### src/rtl/mips_isa_pkg.sv
// MIPS ISA constants and decode-stage types.
// Opcodes, funct/REGIMM codes, FSM state, IF/ID bundle.
package mips_isa_pkg;

  localparam logic [5:0] OP_RTYPE  = 6'b000000;
  localparam logic [5:0] OP_REGIMM = 6'b000001;
  localparam logic [5:0] OP_J      = 6'b000010;
  localparam logic [5:0] OP_JAL    = 6'b000011;
  localparam logic [5:0] OP_BEQ    = 6'b000100;
  localparam logic [5:0] OP_BNE    = 6'b000101;
  localparam logic [5:0] OP_BLEZ   = 6'b000110;
  localparam logic [5:0] OP_BGTZ   = 6'b000111;

  localparam logic [5:0] FN_JR     = 6'b001000;
  localparam logic [5:0] FN_JALR   = 6'b001001;

  localparam logic [4:0] RT_BLTZ   = 5'b00000;
  localparam logic [4:0] RT_BGEZ   = 5'b00001;

  typedef enum logic [1:0] {
    IDLE,
    RUN,
    SLOT
  } state_t;

  typedef struct packed {
    logic [31:0] instr;
    logic [31:0] next;
    logic        valid;
  } if_id_t;

endpackage

### src/rtl/branch_compare.sv
// Conditional-branch condition evaluation.
// Ports: opcode, rt field, rs_data, rt_data in; taken out.
module branch_compare
  import mips_isa_pkg::*;
(
  input  logic [5:0]  opcode,
  input  logic [4:0]  rt,
  input  logic [31:0] rs_data,
  input  logic [31:0] rt_data,
  output logic        taken
);

  logic eq;
  logic neg;
  logic zero;

  assign eq   = (rs_data == rt_data);
  assign neg  = rs_data[31];
  assign zero = (rs_data == 32'd0);

  always_comb begin
    taken = 1'b0;
    unique case (1'b1)
      opcode == OP_BEQ:  taken = eq;
      opcode == OP_BNE:  taken = ~eq;
      opcode == OP_BLEZ: taken = neg | zero;
      opcode == OP_BGTZ: taken = ~neg & ~zero;
      (opcode == OP_REGIMM) && (rt == RT_BLTZ):
        taken = neg;
      (opcode == OP_REGIMM) && (rt == RT_BGEZ):
        taken = ~neg;
      default: taken = 1'b0;
    endcase
  end

endmodule

### src/rtl/instruction_decode_redirect.sv
// Decode front end: IF/ID register, branch/jump redirect, slot FSM.
// Ports: fetch word/PC+4 and regfile data in; redirects, IF/ID, counters out.
module instruction_decode_redirect
  import mips_isa_pkg::*;
#(
  parameter int DELAY_SLOT = 0,
  parameter int CNT_W      = 16
) (
  input  logic             Clk,
  input  logic             Reset,
  input  logic [31:0]      Instruction,
  input  logic [31:0]      NextInstruct,
  input  logic [31:0]      RsData,
  input  logic [31:0]      RtData,
  output logic [4:0]       RsAddr,
  output logic [4:0]       RtAddr,
  output logic             Branch,
  output logic             Jump,
  output logic             JumpSel,
  output logic [31:0]      InstructOffset,
  output logic [25:0]      JumpInstruction,
  output logic [31:0]      JumpRegister,
  output logic [31:0]      IDInstruction,
  output logic             IDValid,
  output logic [31:0]      LinkAddr,
  output logic [CNT_W-1:0] RedirectCount,
  output logic [CNT_W-1:0] SquashCount
);

  localparam logic DS = (DELAY_SLOT != 0);
  localparam logic [CNT_W-1:0] ONE =
    {{(CNT_W-1){1'b0}}, 1'b1};

  state_t           state;
  state_t           state_n;
  if_id_t           id;
  if_id_t           id_n;
  logic [CNT_W-1:0] rcnt;
  logic [CNT_W-1:0] scnt;
  logic [5:0]       op;
  logic [5:0]       fn;
  logic             taken;
  logic             jdec;
  logic             live;
  logic             redirect;

  assign op = id.instr[31:26];
  assign fn = id.instr[5:0];

  branch_compare u_cmp (
    .opcode  (op),
    .rt      (id.instr[20:16]),
    .rs_data (RsData),
    .rt_data (RtData),
    .taken   (taken)
  );

  assign jdec = (op == OP_J) || (op == OP_JAL) ||
    ((op == OP_RTYPE) &&
     ((fn == FN_JR) || (fn == FN_JALR)));

  // a delay-slot word must never steer fetch
  assign live     = id.valid && (state != SLOT);
  assign Branch   = live & taken;
  assign Jump     = live & jdec;
  assign JumpSel  = Jump & (op == OP_RTYPE);
  assign redirect = Branch | Jump;

  always_comb begin
    state_n = state;
    id_n    = '{instr: Instruction,
                next:  NextInstruct,
                valid: 1'b1};
    unique case (state)
      IDLE: state_n = RUN;
      RUN: begin
        if (redirect) begin
          if (DS) state_n = SLOT;
          else    id_n    = '0;
        end
      end
      SLOT:    state_n = RUN;
      default: state_n = IDLE;
    endcase
  end

  always_ff @(posedge Clk or negedge Reset) begin
    if (!Reset) begin
      state <= IDLE;
      id    <= '0;
      rcnt  <= '0;
      scnt  <= '0;
    end else begin
      state <= state_n;
      id    <= id_n;
      if (redirect && !(&rcnt))
        rcnt <= rcnt + ONE;
      if (redirect && !DS && !(&scnt))
        scnt <= scnt + ONE;
    end
  end

  assign RsAddr          = id.instr[25:21];
  assign RtAddr          = id.instr[20:16];
  assign InstructOffset  = {{16{id.instr[15]}},
                            id.instr[15:0]};
  assign JumpInstruction = id.instr[25:0];
  assign JumpRegister    = RsData;
  assign IDInstruction   = id.instr;
  assign IDValid         = id.valid;
  assign LinkAddr        = DS ? id.next + 32'd4
                              : id.next;
  assign RedirectCount   = rcnt;
  assign SquashCount     = scnt;

endmodule

### config.mk
export PLATFORM = sky130hd
export DESIGN_NAME = instruction_decode_redirect
export DESIGN_NICKNAME = d
export VERILOG_FILES = /design/src/rtl/mips_isa_pkg.sv /design/src/rtl/branch_compare.sv /design/src/rtl/instruction_decode_redirect.sv
export SDC_FILE = /design/constraint.sdc
export NUM_CORES = 1
export LEC_CHECK = 0
export CAP_MARGIN = 20
export CELL_PAD_IN_SITES_DETAIL_PLACEMENT = 0
export CELL_PAD_IN_SITES_GLOBAL_PLACEMENT = 2
export CORE_MARGIN = 5
export CORE_UTILIZATION = 21
export CTS_BUF_LIST = sky130_fd_sc_hd__clkbuf_4 sky130_fd_sc_hd__clkbuf_8
export CTS_CLUSTER_DIAMETER = 150
export DETAILED_ROUTE_END_ITERATION = 7
export HOLD_SLACK_MARGIN = 0.05
export PLACE_DENSITY = 0.84
export SLEW_MARGIN = 20
export SYNTH_ARGS = -nofsm -noshare
export SYNTH_HDL_FRONTEND = slang
export SYNTH_HIERARCHICAL = 1
export SYNTH_SLANG_ARGS = --single-unit
### constraint.sdc
create_clock -name Clk -period 2.5 [get_ports Clk]
set_input_delay 0.25 -clock Clk [delete_from_list [all_inputs] [get_ports Clk]]
set_output_delay 0.25 -clock Clk [all_outputs]
set_load 0.05 [all_outputs]
# Yosys cells after proc, flatten, opt, wreduce, memory -nomap -nowiden
# Cells that the tools add are included.
# W data, S select, Z words.
[op_classes] eq_ne=14 n_reduce_logical=18 add_sub_neg=2 muxes=4 bitwise=9
[ops] op="$mux W65" n=2
[ops] op="$add A16 B1 Y16 const B" n=2
[ops] op="$eq A32 B32 Y1" n=1
[ops] op="$logic_not A32 Y1" n=1
[ops] op="$reduce_and A16 Y1" n=2
[ops] op="$eq A6 B3 Y1 const B" n=4
[ops] op="$eq A6 B2 Y1 const B" n=2
[ops] op="$eq A6 B4 Y1 const B" n=2
[ops] op="$eq A6 B1 Y1 const B" n=1
[ops] op="$logic_and A1 B1 Y1" n=6
[ops] op="$logic_not A6 Y1" n=1
[ops] op="$pmux W1 S6" n=1
[ops] op="$eq A5 B1 Y1 const B" n=1
[ops] op="$logic_not A5 Y1" n=1
[ops] op="$and A1 B1 Y1" n=4
[ops] op="$pmux W2 S2" n=1
[ops] op="$logic_or A1 B1 Y1" n=3
[ops] op="$not A1 Y1" n=3
[ops] op="$eq A2 B1 Y1 const B" n=1
[ops] op="$eq A2 B2 Y1 const B" n=1
[ops] op="$logic_not A1 Y1" n=2
[ops] op="$logic_not A2 Y1" n=1
[ops] op="$ne A2 B2 Y1 const B" n=1
[ops] op="$or A1 B1 Y1" n=2
[ops] op="$reduce_or A2 Y1" n=1
[totals] register_bits=99 word_cells=53 inputBits=130

# Logic depth before layout (Yosys ltp)
# Gate-level depths: netlist (run 1).
[logic_depth] word_depth=8 ltp_mapped=11

# Cells and area by module
# Netlist (run 1), hierarchy kept.
[modules_own_cells] module="instruction_decode_redirect" seq_area_each_um2=2452.4 instances=1 cells_each=395 area_each_um2=4506.8
[modules_own_cells] module="branch_compare" seq_area_each_um2=0.0 instances=1 cells_each=68 area_each_um2=560.5

# Worst setup path after synthesis (run 1)
# OpenSTA, ideal clock, no wires.
[synth_timing] kind="reg2out" start="reg id, in the netlist IDInstruction[29]" end="out JumpSel" path_buffers=0 path_stages_with_launch=5 setup_slack_ns=-1.388 required_time_ns=2.250 t_arrival_ns=3.638 path_cell_list="dfrtp_1 > or4_4 > nor4_4 > o21a_1 > nor4b_1"
[synth_via] elab_chain_len=5 elab_cells_between_ends=8 cone_classes="eq/ne (2); bitwise (2); reduce/logical (4)"
[synth_lines] element="start, declared" line_no="instruction_decode_redirect.sv:36" text="if_id_t id;"
[synth_lines] element="start signal, assigned" line_no="instruction_decode_redirect.sv:95" text="id <= id_n;"
[synth_lines] element="$eq A6 B2 Y1 or $logic_not A6 Y1 (tied branches)" line_no="instruction_decode_redirect.sv:58, instruction_decode_redirect.sv:59"
[synth_lines] element="$logic_or A1 B1 Y1 or $logic_and A1 B1 Y1 (tied branches)" line_no="instruction_decode_redirect.sv:58, instruction_decode_redirect.sv:59"
[synth_lines] element="$logic_or A1 B1 Y1 *" line_no="instruction_decode_redirect.sv:58" text="assign jdec = (op == OP_J) || (op == OP_JAL) ||"
[synth_lines] element="$and A1 B1 Y1 *" line_no="instruction_decode_redirect.sv:65" text="assign Jump = live & jdec;"
[synth_lines] element="net Jump" line_no="instruction_decode_redirect.sv:18" text="output logic Jump,"
[synth_lines] element="$and A1 B1 Y1 *" line_no="instruction_decode_redirect.sv:66" text="assign JumpSel = Jump & (op == OP_RTYPE);"
[synth_lines] element="end, declared" line_no="instruction_decode_redirect.sv:19" text="output logic JumpSel,"
# Mark *: on every way through the listed nets, which the timed path passes. The rest lies on a longest branch.

# Final worst setup path (run 1)
[layout_timing] start="in RtData[30]" end="reg scnt[2] (netlist: SquashCount[2])"
[layout_via] elab_chain_len=6
[layout_lines] element="start, declared" line_no="instruction_decode_redirect.sv:14" text="input logic [31:0] RtData,"
[layout_lines] element="$eq A32 B32 Y1 *" line_no="branch_compare.sv:17" text="assign eq = (rs_data == rt_data);"
[layout_lines] element="$not A1 Y1" line_no="branch_compare.sv:25" text="opcode == OP_BNE: taken = ~eq;"
[layout_lines] element="$pmux W1 S6 *" line_no="branch_compare.sv:23" text="unique case (1'b1)"
[layout_lines] element="net taken" line_no="instruction_decode_redirect.sv:42" text="logic taken;"
[layout_lines] element="$and A1 B1 Y1 *" line_no="instruction_decode_redirect.sv:64" text="assign Branch = live & taken;"
[layout_lines] element="$or A1 B1 Y1 *" line_no="instruction_decode_redirect.sv:67" text="assign redirect = Branch | Jump;"
[layout_lines] element="$logic_and A1 B1 Y1 *" line_no="instruction_decode_redirect.sv:98" text="if (redirect && !DS && !(&scnt))"
[layout_lines] element="end signal, assigned" line_no="instruction_decode_redirect.sv:99" text="scnt <= scnt + ONE;"
[layout_lines] element="end, declared" line_no="instruction_decode_redirect.sv:39" text="logic [CNT_W-1:0] scnt;"
# Marks and branches as above.
# A chain may end at the register's enable or synchronous reset.

==> run metrics, run 1 <==
status finished with violations; failing checks negative setup slack; most frequent cells after synthesis 100 x buf_4, 98 x dfrtp_1, 65 x and2_1; synthesis-stage register bit count 98; worst hold path class in -> reg; maximum clock frequency 0.397 GHz; Peak VDD IR 262 uV; fin crit share 101%; cell count after synthesis 463; RSZ-0062 raised after global routing yes; area taken by multi-input logic gates 2130 um2; Worst-path clk slew 0.11 ns; final hold vios 0; H-tree level count 3; Cell variety after synth 40; CP startpoint kind input pin; mean post-synth cell area 10.9 um2; R2R Path Start IDInstruction[1]$_DFF_PN0_; Synth async-reset ratio 100%; CP max FO 7; DRT Wirelength 18800 um; gr ovfl total 0; GPL Wtd Cong 0.747; final setup margin -0.0217 ns; layout cells sized above 1 17.3%; number of cells on the worst hold path 2; Netlist Area Pre-Place 5070 um2; clk_lat worst skew 0.38 ns; DP HPWL 15200 um; clock tree buffer depth 2; CTS tree yes; Seq. cell area 2460 um2; number of enable flip-flop cells after synthesis 0; TritonCTS Buffers 9; fillers 2346; Die H 165 um; core box area 23600 um2; Synth area leader dfrtp_1; Logic pwr share 39.8%; crit path DAT 2.78 ns; Seq/Total Area, Yosys 48.4%; setup tns final -0.0807 ns; die width 165 um; global router's overall resource usage 12.9%; fin area 9020 um2; number of antenna violations at the first check in global routing 0; final setup fails 6; Seq pwr share 38.5%; static leakage 3.78 nW; normalized max-slew margin 56.1%; Final Max Tran Viols 0; Setup crit start RtData[30]; Worst EP required 2.76 ns; drt wl/cell 17.5 um; Worst Setup Path Type in -> reg; Tmin final 2.52 ns; reg-to-reg slack, setup 0.16 ns; die footprint 27300 um2; area fraction of the dominant cell type after synthesis 48.4%; NetSw 1.92 mW; Synth-to-Final Area Change 78.1%; root buf cell clkbuf_8; First-pass DRT Iterations 6; top-count cell post-synth buf_4; IO Pins 330; Worst setup EP type flip-flop; Internal Power 2.86 mW; top area cells in the synthesized netlist dfrtp_1 48%, buf_4 15%, and2_1 8.0%; Initial Utilization 21.5%; clk sinks 98; nets 878; placed inst area 8390 um2; Most used DFF post-synth dfrtp_1; syn_nets 595; clk_skew 0.0169 ns; Least-Margin Pin Slew 0.658 ns; Final ANT Viol Nets 0; routed vias 4294; yosys warns 6; Sw Ratio 40.2%; Ant. Diodes 0; first-pass GRT wire length 26500 um; vias in the first global route 4498; power density over the cells 530 nW/um2; row cnt 56; DRC 0; Hold Startpoint NextInstruct[6]; DR iter-0 viols 145; pin count of the biggest net entering global routing 47; max cap viols 0; port bufs 329; clock network power share 21.7%; DR vias/cell 4.01; reg2reg path depth 9
power by group through the flow:
stage	Clock, mW	Sequential (mW)	Combinational (mW)
after floorplan	0	2.30	0.706
after global placement	0	1.87	1.87
after detailed placement	0	1.87	1.88
after CTS	1.11	1.84	1.91
after global routing	1.16	1.86	1.99
final	1.04	1.84	1.90
timing repair:
| item | 4_1_cts | 5_1_grt |
|---|---|---|
| gates cloned | 0 | 1 |
| endpoints found under the setup margin | 96 | 96 |
| pin swaps | 17 | 32 |
| hold buffers | 1 | 0 |
| gates resized for setup | 48 | 41 |
| hold endpoints to repair | 44 | 0 |
| buffers inserted | 5 | 2 |
state kept, by name, indices dropped and copies added, names as in the netlist:
name	cells
IDValid	1
RedirectCount	16
state	1
SquashCount	16
IDInstruction	32
LinkAddr	32
metrics by stage:
stage | cells | worst slack (ns) | hold WS [ns] | power [mW] | util [%]
finish | 1070 | -0.0217 | 0.410 | 4.78 | 38.2
global placement | 1045 | -0.625 | 0.330 | 3.74 | 35.6
floorplan | 463 | -0.0592 | -0.0456 | 3.01 | -
detailed placement | 1045 | -0.713 | 0.332 | 3.75 | 35.6
CTS | 1067 | -0.0405 | 0.376 | 4.85 | 37.3
global route | 1070 | -0.0872 | 0.373 | 5.01 | 38.2
cell type report:
| type | count | area share, % |
|---|---|---|
| Clock buffer | 10 | 1.53 |
| Clock inverter | 6 | 0.596 |
| Inverter | 3 | 0.125 |
| Multi-Input combinational cell | 250 | 23.6 |
| Sequential cell | 98 | 27.2 |
| Tap cell | 319 | 4.42 |
| Timing Repair Buffer | 384 | 42.5 |
cell families after synthesis:
kind of cell / count (synthesis) / synth area share [%]
compound gates: 8 / 1.38
fa+ha+maj: 2 / 0.494
other cells: 1 / 0.0740
simple gates: 175 / 22.1
buf+inv: 115 / 16.3
mux: 5 / 1.09
flops: 98 / 48.4
xor+xnor: 59 / 10.2
worst max-delay path, cell delays in order:
cell and delay, ns:
clkdlybuf4s50_1 0.41, xnor2_1 0.21, nand4_1 0.15, nor4_2 0.32, buf_4 0.16, nand2_2 0.08
a41oi_2 0.21, nand2b_4 0.09, o31ai_4 0.31, buf_12 0.17, buf_4 0.18, nor3b_1 0.08
xor2_1 0.15
final timing paths:
check                                                    to
worst max-delay path             SquashCount[2]$_DFFE_PN0P_
worst min-delay path                  LinkAddr[6]$_DFF_PN0_
worst max register to register   SquashCount[2]$_DFFE_PN0P_
worst min register to register  SquashCount[14]$_DFFE_PN0P_
max in group asynchronous       IDInstruction[31]$_DFF_PN0_
min in group asynchronous            LinkAddr[17]$_DFF_PN0_
per-layer routing:
layer	part of all wire [%]	up-vias	global-route usage (%)
met3	12	16	5.31
met5	0	-	0
li1	-	2006	-
met2	52	230	24.0
met1	35	2042	13.1
met4	1.7	0	4.05
cell usage in the layout, fill, tap and decap left out, drive strengths merged, types with 15 or more instances in the layout:
| master | n |
|---|---|
| clkdlybuf4s50 | 288 |
| dfrtp | 98 |
| and2 | 65 |
| buf | 58 |
| xnor2 | 45 |
| dlymetal6s2s | 20 |
| nor4 | 19 |
| nand4 | 16 |
| nand3 | 15 |
| nand2 | 15 |
(Power assumes the default switching activity.)
==> run 2, diff against run 1 <==
--- a/config.mk
+++ b/config.mk
@@ -15,7 +15,7 @@
 export DETAILED_ROUTE_END_ITERATION = 7
 export HOLD_SLACK_MARGIN = 0.05
 export PLACE_DENSITY = 0.84
-export SLEW_MARGIN = 20
+export SLEW_MARGIN = 10
 export SYNTH_ARGS = -nofsm -noshare
 export SYNTH_HDL_FRONTEND = slang
 export SYNTH_HIERARCHICAL = 1
==> results of run 2 <==
No change in the layout: final DEF, timing and power equal those of run 1.
